===== src/rtl/rename_regfile.sv =====
// rename_regfile: architectural register file with per-register rename state
// (busy bit + producing ROB tag), same-cycle commit-to-read bypass and flush.
// Optional branch checkpoints are built when RENAME_REGFILE_CKPT_EN is defined;
// otherwise the ckpt_* inputs are ignored and recovery is by flush_in only.
module rename_regfile #(
   parameter  int XLEN       = 32,
   parameter  int NREG       = 32,
   parameter  int ROB_IDX_W  = 4,
   parameter  int NUM_RD     = 2,
   parameter  int NCKPT      = 4,
   localparam int REG_IDX_W  = $clog2(NREG),
   localparam int CKPT_IDX_W = $clog2(NCKPT)
) (
   input  logic                          clk_in,
   input  logic                          rst_n_in,
   input  logic                          rdy_in,
   input  logic [NUM_RD*REG_IDX_W-1:0]   rd_idx_in,
   output logic [NUM_RD*XLEN-1:0]        rd_val_out,
   output logic [NUM_RD-1:0]             rd_busy_out,
   output logic [NUM_RD*ROB_IDX_W-1:0]   rd_tag_out,
   input  logic                          issue_en_in,
   input  logic [REG_IDX_W-1:0]          issue_rd_in,
   input  logic [ROB_IDX_W-1:0]          issue_tag_in,
   input  logic                          commit_en_in,
   input  logic [REG_IDX_W-1:0]          commit_rd_in,
   input  logic [ROB_IDX_W-1:0]          commit_tag_in,
   input  logic [XLEN-1:0]               commit_val_in,
   input  logic                          flush_in,
   input  logic                          ckpt_save_in,
   input  logic                          ckpt_restore_in,
   input  logic [CKPT_IDX_W-1:0]         ckpt_id_in
);

   logic [XLEN-1:0]      r_val  [NREG];
   logic                 r_busy [NREG];
   logic [ROB_IDX_W-1:0] r_tag  [NREG];

   logic                 w_nxt_busy [NREG];
   logic [ROB_IDX_W-1:0] w_nxt_tag  [NREG];
   logic [REG_IDX_W-1:0] w_ridx;

   logic w_commit;
   logic w_issue;
   logic w_flush;
   logic w_restore;

   // Writes to x0 are dropped here so register 0 never leaves its reset state.
   assign w_commit = rdy_in && commit_en_in && (commit_rd_in != '0);
   assign w_issue  = rdy_in && issue_en_in  && (issue_rd_in  != '0);
   assign w_flush  = rdy_in && flush_in;

`ifdef RENAME_REGFILE_CKPT_EN
   logic                 r_snap_busy [NCKPT][NREG];
   logic [ROB_IDX_W-1:0] r_snap_tag  [NCKPT][NREG];
   logic                 w_save;

   assign w_restore = rdy_in && ckpt_restore_in;
   assign w_save    = rdy_in && ckpt_save_in;
`else
   logic w_unused_ckpt;

   assign w_restore     = 1'b0;
   assign w_unused_ckpt = ^{ckpt_save_in, ckpt_restore_in, ckpt_id_in};
`endif

   // Next rename state: restore base, then commit clear, then flush or issue.
   // The commit is applied on top of a restored table; issue overrides commit.
   always_comb begin
      for (int unsigned i = 0; i < NREG; i++) begin
         w_nxt_busy[i] = r_busy[i];
         w_nxt_tag[i]  = r_tag[i];
`ifdef RENAME_REGFILE_CKPT_EN
         if (w_restore) begin
            w_nxt_busy[i] = r_snap_busy[ckpt_id_in][i];
            w_nxt_tag[i]  = r_snap_tag[ckpt_id_in][i];
         end
`endif
         if (w_commit && (commit_rd_in == REG_IDX_W'(i)) &&
             w_nxt_busy[i] && (w_nxt_tag[i] == commit_tag_in)) begin
            w_nxt_busy[i] = 1'b0;
         end
         if (!w_restore) begin
            if (w_flush) begin
               w_nxt_busy[i] = 1'b0;
            end else if (w_issue && (issue_rd_in == REG_IDX_W'(i))) begin
               w_nxt_busy[i] = 1'b1;
               w_nxt_tag[i]  = issue_tag_in;
            end
         end
      end
   end

   // Architectural values and live rename table; frozen while rdy_in is low.
   always_ff @(posedge clk_in or negedge rst_n_in) begin
      if (!rst_n_in) begin
         for (int unsigned i = 0; i < NREG; i++) begin
            r_val[i]  <= '0;
            r_busy[i] <= 1'b0;
            r_tag[i]  <= '0;
         end
      end else if (rdy_in) begin
         for (int unsigned i = 0; i < NREG; i++) begin
            if (w_commit && (commit_rd_in == REG_IDX_W'(i))) begin
               r_val[i] <= commit_val_in;
            end
            r_busy[i] <= w_nxt_busy[i];
            r_tag[i]  <= w_nxt_tag[i];
         end
      end
   end

`ifdef RENAME_REGFILE_CKPT_EN
   // Snapshot slots: save captures the post-update table; commits retire
   // matching entries in every other slot so they survive a later restore.
   always_ff @(posedge clk_in or negedge rst_n_in) begin
      if (!rst_n_in) begin
         for (int unsigned s = 0; s < NCKPT; s++) begin
            for (int unsigned i = 0; i < NREG; i++) begin
               r_snap_busy[s][i] <= 1'b0;
               r_snap_tag[s][i]  <= '0;
            end
         end
      end else begin
         for (int unsigned s = 0; s < NCKPT; s++) begin
            for (int unsigned i = 0; i < NREG; i++) begin
               if (w_save && (ckpt_id_in == CKPT_IDX_W'(s))) begin
                  r_snap_busy[s][i] <= w_nxt_busy[i];
                  r_snap_tag[s][i]  <= w_nxt_tag[i];
               end else if (w_commit && (commit_rd_in == REG_IDX_W'(i)) &&
                            r_snap_busy[s][i] &&
                            (r_snap_tag[s][i] == commit_tag_in)) begin
                  r_snap_busy[s][i] <= 1'b0;
               end
            end
         end
      end
   end
`endif

   // Combinational read ports with x0 forced to zero and commit bypass.
   always_comb begin
      rd_val_out  = '0;
      rd_busy_out = '0;
      rd_tag_out  = '0;
      w_ridx      = '0;
      for (int unsigned k = 0; k < NUM_RD; k++) begin
         w_ridx = rd_idx_in[k*REG_IDX_W +: REG_IDX_W];
         if (w_ridx != '0) begin
            rd_tag_out[k*ROB_IDX_W +: ROB_IDX_W] = r_tag[w_ridx];
            if (w_commit && (w_ridx == commit_rd_in) && r_busy[w_ridx] &&
                (r_tag[w_ridx] == commit_tag_in)) begin
               rd_val_out[k*XLEN +: XLEN] = commit_val_in;
               rd_busy_out[k]             = 1'b0;
            end else begin
               rd_val_out[k*XLEN +: XLEN] = r_val[w_ridx];
               rd_busy_out[k]             = r_busy[w_ridx];
            end
         end
      end
   end

endmodule


===== config.mk =====
export PLATFORM = sky130hd
export DESIGN_NAME = rename_regfile
export DESIGN_NICKNAME = d
export VERILOG_FILES = /design/src/rtl/rename_regfile.sv
export SDC_FILE = /design/constraint.sdc
export NUM_CORES = 2
export LEC_CHECK = 0
export CORE_UTILIZATION = 55
export DETAILED_ROUTE_END_ITERATION = 8
export PLACE_DENSITY = 0.72
export SYNTH_ARGS = -nofsm -noshare
export SYNTH_HDL_FRONTEND = slang
export SYNTH_SLANG_ARGS = --single-unit
export TNS_END_PERCENT = 10

===== constraint.sdc =====
create_clock -name clk_in -period 3.7 [get_ports clk_in]
set_clock_uncertainty 0.15 [all_clocks]
set_input_delay 0.37 -clock clk_in [delete_from_list [all_inputs] [get_ports clk_in]]
set_output_delay 0.37 -clock clk_in [all_outputs]
set_load 0.02 [all_outputs]

==> results_dict.tcl <==
set metrics [dict create \
    grt_pass1_wl_mm 307.4 \
    clk_latency_ns 0.76 \
    drt-total-wl_mm 203.8 \
    failing_checks "setup timing" \
    drc 0 \
    syn_area_um2 64510 \
    pwr_density_cell_nw_per_um2 472.4 \
    clk_transition_reported_paths_ns 0.06 \
    finalCoreUtilization 0.6452 \
    setup_viol_count_final 67 \
    yosysSeqAreaShare 0.4593 \
    cts_tree "done" \
    cts_num_sinks 1184 \
    synthTopCellsByArea "dfrtp_1 46%, mux4_2 25%, mux2_2 11%" \
    initial_core_util 0.5551 \
    overflow 0 \
    syn_inst 4818 \
    grt_setup_unrepaired "yes" \
    placement.cell_area_um2 70080 \
    rows 125 \
    cts_made_buffers 133 \
    antenna_violations_before_repair 0 \
    slew_headroom 0.2128 \
    required_ns 3.18 \
    placeableCoreArea_um2 116200 \
    max-vdd-ir-drop_v 0.0004211 \
    dp_hpwl_mm 122.0 \
    timing.final.max_slew_violations 0 \
    drt-initial-drc-count 5105 \
    layout-drive-gt1-share 0.4258 \
    gp_congestion 0.9834 \
    io_buffer_count 139 \
    syn_nets 4888 \
    final_design_area_no_fill_um2 74980 \
    synth_edf_count 0 \
    wl_per_cell_um 30.41 \
    cts.htree.levels 4 \
    design.die.area_um2 118700 \
    yosys_warn_count 0 \
    worstPathCellList "mux4_2, mux4_2, mux2i_2, xor2_1, nand3_1, a2111oi_4, buf_12, buf_12, buf_8, mux2i_2, buf_4" \
    critical_path_peak_fanout 7 \
    cell_accounting_for_the_most_synthesized_area "dfrtp_1" \
    status "finished with violations" \
    ys_dominant_reg_cell "dfrtp_1" \
    achievable-frequency_mhz 224.6 \
    worst_ep_arrival_time_ns 3.93 \
    clk_path_buf_depth 3 \
    power_leakage_uw 0.03328 \
    setup-tns-final_ns -40.36 \
    path_class "register to output port" \
    insertedDiodeCount 0 \
    area_growth_from_synthesis_to_layout_pct 16.23 \
    layout.cells.most_common "dfrtp_1" \
    via_count_of_the_first_global_routing_pass 47260 \
    mostFrequentLayoutCells "1182 x dfrtp_1, 713 x mux4_2, 641 x mux2_2" \
    final_period_minus_worst_setup_slack_ns 4.453 \
    cap_violations 0 \
    critical-path-slowest-cell "mux4_2" \
    floorplan.io_pins 144 \
    endpoint_kind "output port" \
    timing_worst_slew_pin_value_ns 1.181 \
    fin_worst_hold_slack_ns 0.1384 \
    synth.lib_cells_used.distinct 56 \
    ant_nets 0 \
    grt.total_usage 0.3540 \
    share_of_the_synthesized_area_in_the_top_cell_type 0.4593 \
    vias 45810 \
    die-height_um 344.5 \
    syn-mean-instance-area_um2 13.39 \
    worstSetupStartpointType "register" \
    num-nets-final 5147 \
    total_power_uw 35420 \
    worst_hold_path_type "input port to async pin" \
    finalWorstSetupSlack_ns -0.7528 \
    drt-pass1-iter-count 6 \
    synth-async-reset-ratio 1.000 \
    grt_start_max_net_pins 131 \
    post-route-period-util 1.203 \
    avgViaCountPerCell 6.835 \
    clk_tree_root_cell "clkbuf_16" \
    hold_viol 0 \
    max_stage_delay_on_crit_path_ns 0.54 \
    floorplan.die.width_um 344.5 \
    yosys_register_bits 1184 \
]
worst paths after layout:
kind	startpoint	depth (start not counted)	slack, ns	endpoint
setup / recovery	r_tag[28]	11	-0.75	rd_val_out[9]
hold / removal	rst_n_in	2	0.14	r_tag[82]
setup reg to reg	r_tag[68]	7	1.34	r_busy[17]
hold reg to reg	r_val[996]	0	0.24	r_val[996]
max in group asynchronous	rst_n_in	3	2.11	r_val[721]
min in group clk_in	r_val[996]	0	0.24	r_val[996]
what timing repair did:
action / CTS / global route
hold buffers: 1 / 0
cloned: 2 / 0
gates resized for setup: 384 / 37
endpoints found under the hold margin: 93 / 0
endpoints found under the setup margin: 71 / 68
buffers inserted: 21 / 10
pin swaps: 21 / 8
report_power, final:
| group | total, µW | switching, µW | internal, µW |
|---|---|---|---|
| sequential | 15700 | 1170 | 14500 |
| clock | 13200 | 5480 | 7740 |
| combinational | 6540 | 2950 | 3590 |
state kept, by name, summed over array words and instances, names as in the netlist:
signal and cells:
r_busy 32, r_val 1024, r_tag 128
metrics by stage:
stage                     cells  setup WS (ns)
after floorplan            4818        0.01791
after global placement     6435        -0.8079
after detailed placement   6435        -0.8604
after CTS                  6693        -0.7522
after global routing       6702        -0.8253
final                      6702        -0.7528
cells in the mapped netlist, types with 5 or more instances:
| cell | instances |
|---|---|
| nand3_1 | 10 |
| nor2b_1 | 9 |
| or3_1 | 5 |
| buf_2 | 69 |
| nand2b_1 | 48 |
| dfrtp_1 | 1184 |
| o211ai_1 | 32 |
| nand4_1 | 7 |
| a21oi_1 | 16 |
| o21ai_0 | 525 |
| inv_1 | 35 |
| mux4_2 | 713 |
| clkbuf_1 | 384 |
| nand2_1 | 566 |
| buf_4 | 12 |
| o22ai_1 | 6 |
| buf_1 | 27 |
| a31oi_1 | 44 |
| buf_6 | 13 |
| nor4_1 | 29 |
| a21o_1 | 5 |
| mux2i_1 | 45 |
| mux4_1 | 12 |
| nor3_1 | 10 |
| a211oi_1 | 32 |
| xor2_1 | 107 |
| xnor2_1 | 31 |
| nor2_1 | 154 |
| mux2_2 | 641 |
per-layer routing:
layer / GRT usage / wire [µm]
met1: 0.4830 / 77570
met2: 0.5373 / 94750
met5: 0 / 0
met3: 0.08234 / 20300
met4: 0.1785 / 11200
area by class of cell:
class / count / area [µm²]
clock buffer: 196 / 3869
timing repair buffer: 631 / 5832
inverter: 36 / 135.1
tap: 1524 / 1907
multi-input combinational: 3091 / 33160
clock inverter: 40 / 444.2
fill: 8285 / 41230
sequential: 1184 / 29630
cell families after synthesis:
| logic type | after synthesis | share of synthesized area |
|---|---|---|
| AOI/OAI and AO/OA | 677 | 0.05753 |
| and+or+nand+nor | 864 | 0.05592 |
| DFF | 1184 | 0.4593 |
| buffers and inverters | 543 | 0.03548 |
| xor gates and xnor gates | 138 | 0.01874 |
| muxes | 1412 | 0.3730 |
critical path, delay by kind of cell, from the launching register on:
family / cells / cell delay, ns
muxes: 4 / 1.47
DFF: 1 / 0.44
buffers and inverters: 4 / 0.70
xor gates and xnor gates: 1 / 0.17
AOI/OAI and AO/OA: 1 / 0.27
and+or+nand+nor: 1 / 0.13
(Power assumes the default switching activity.)
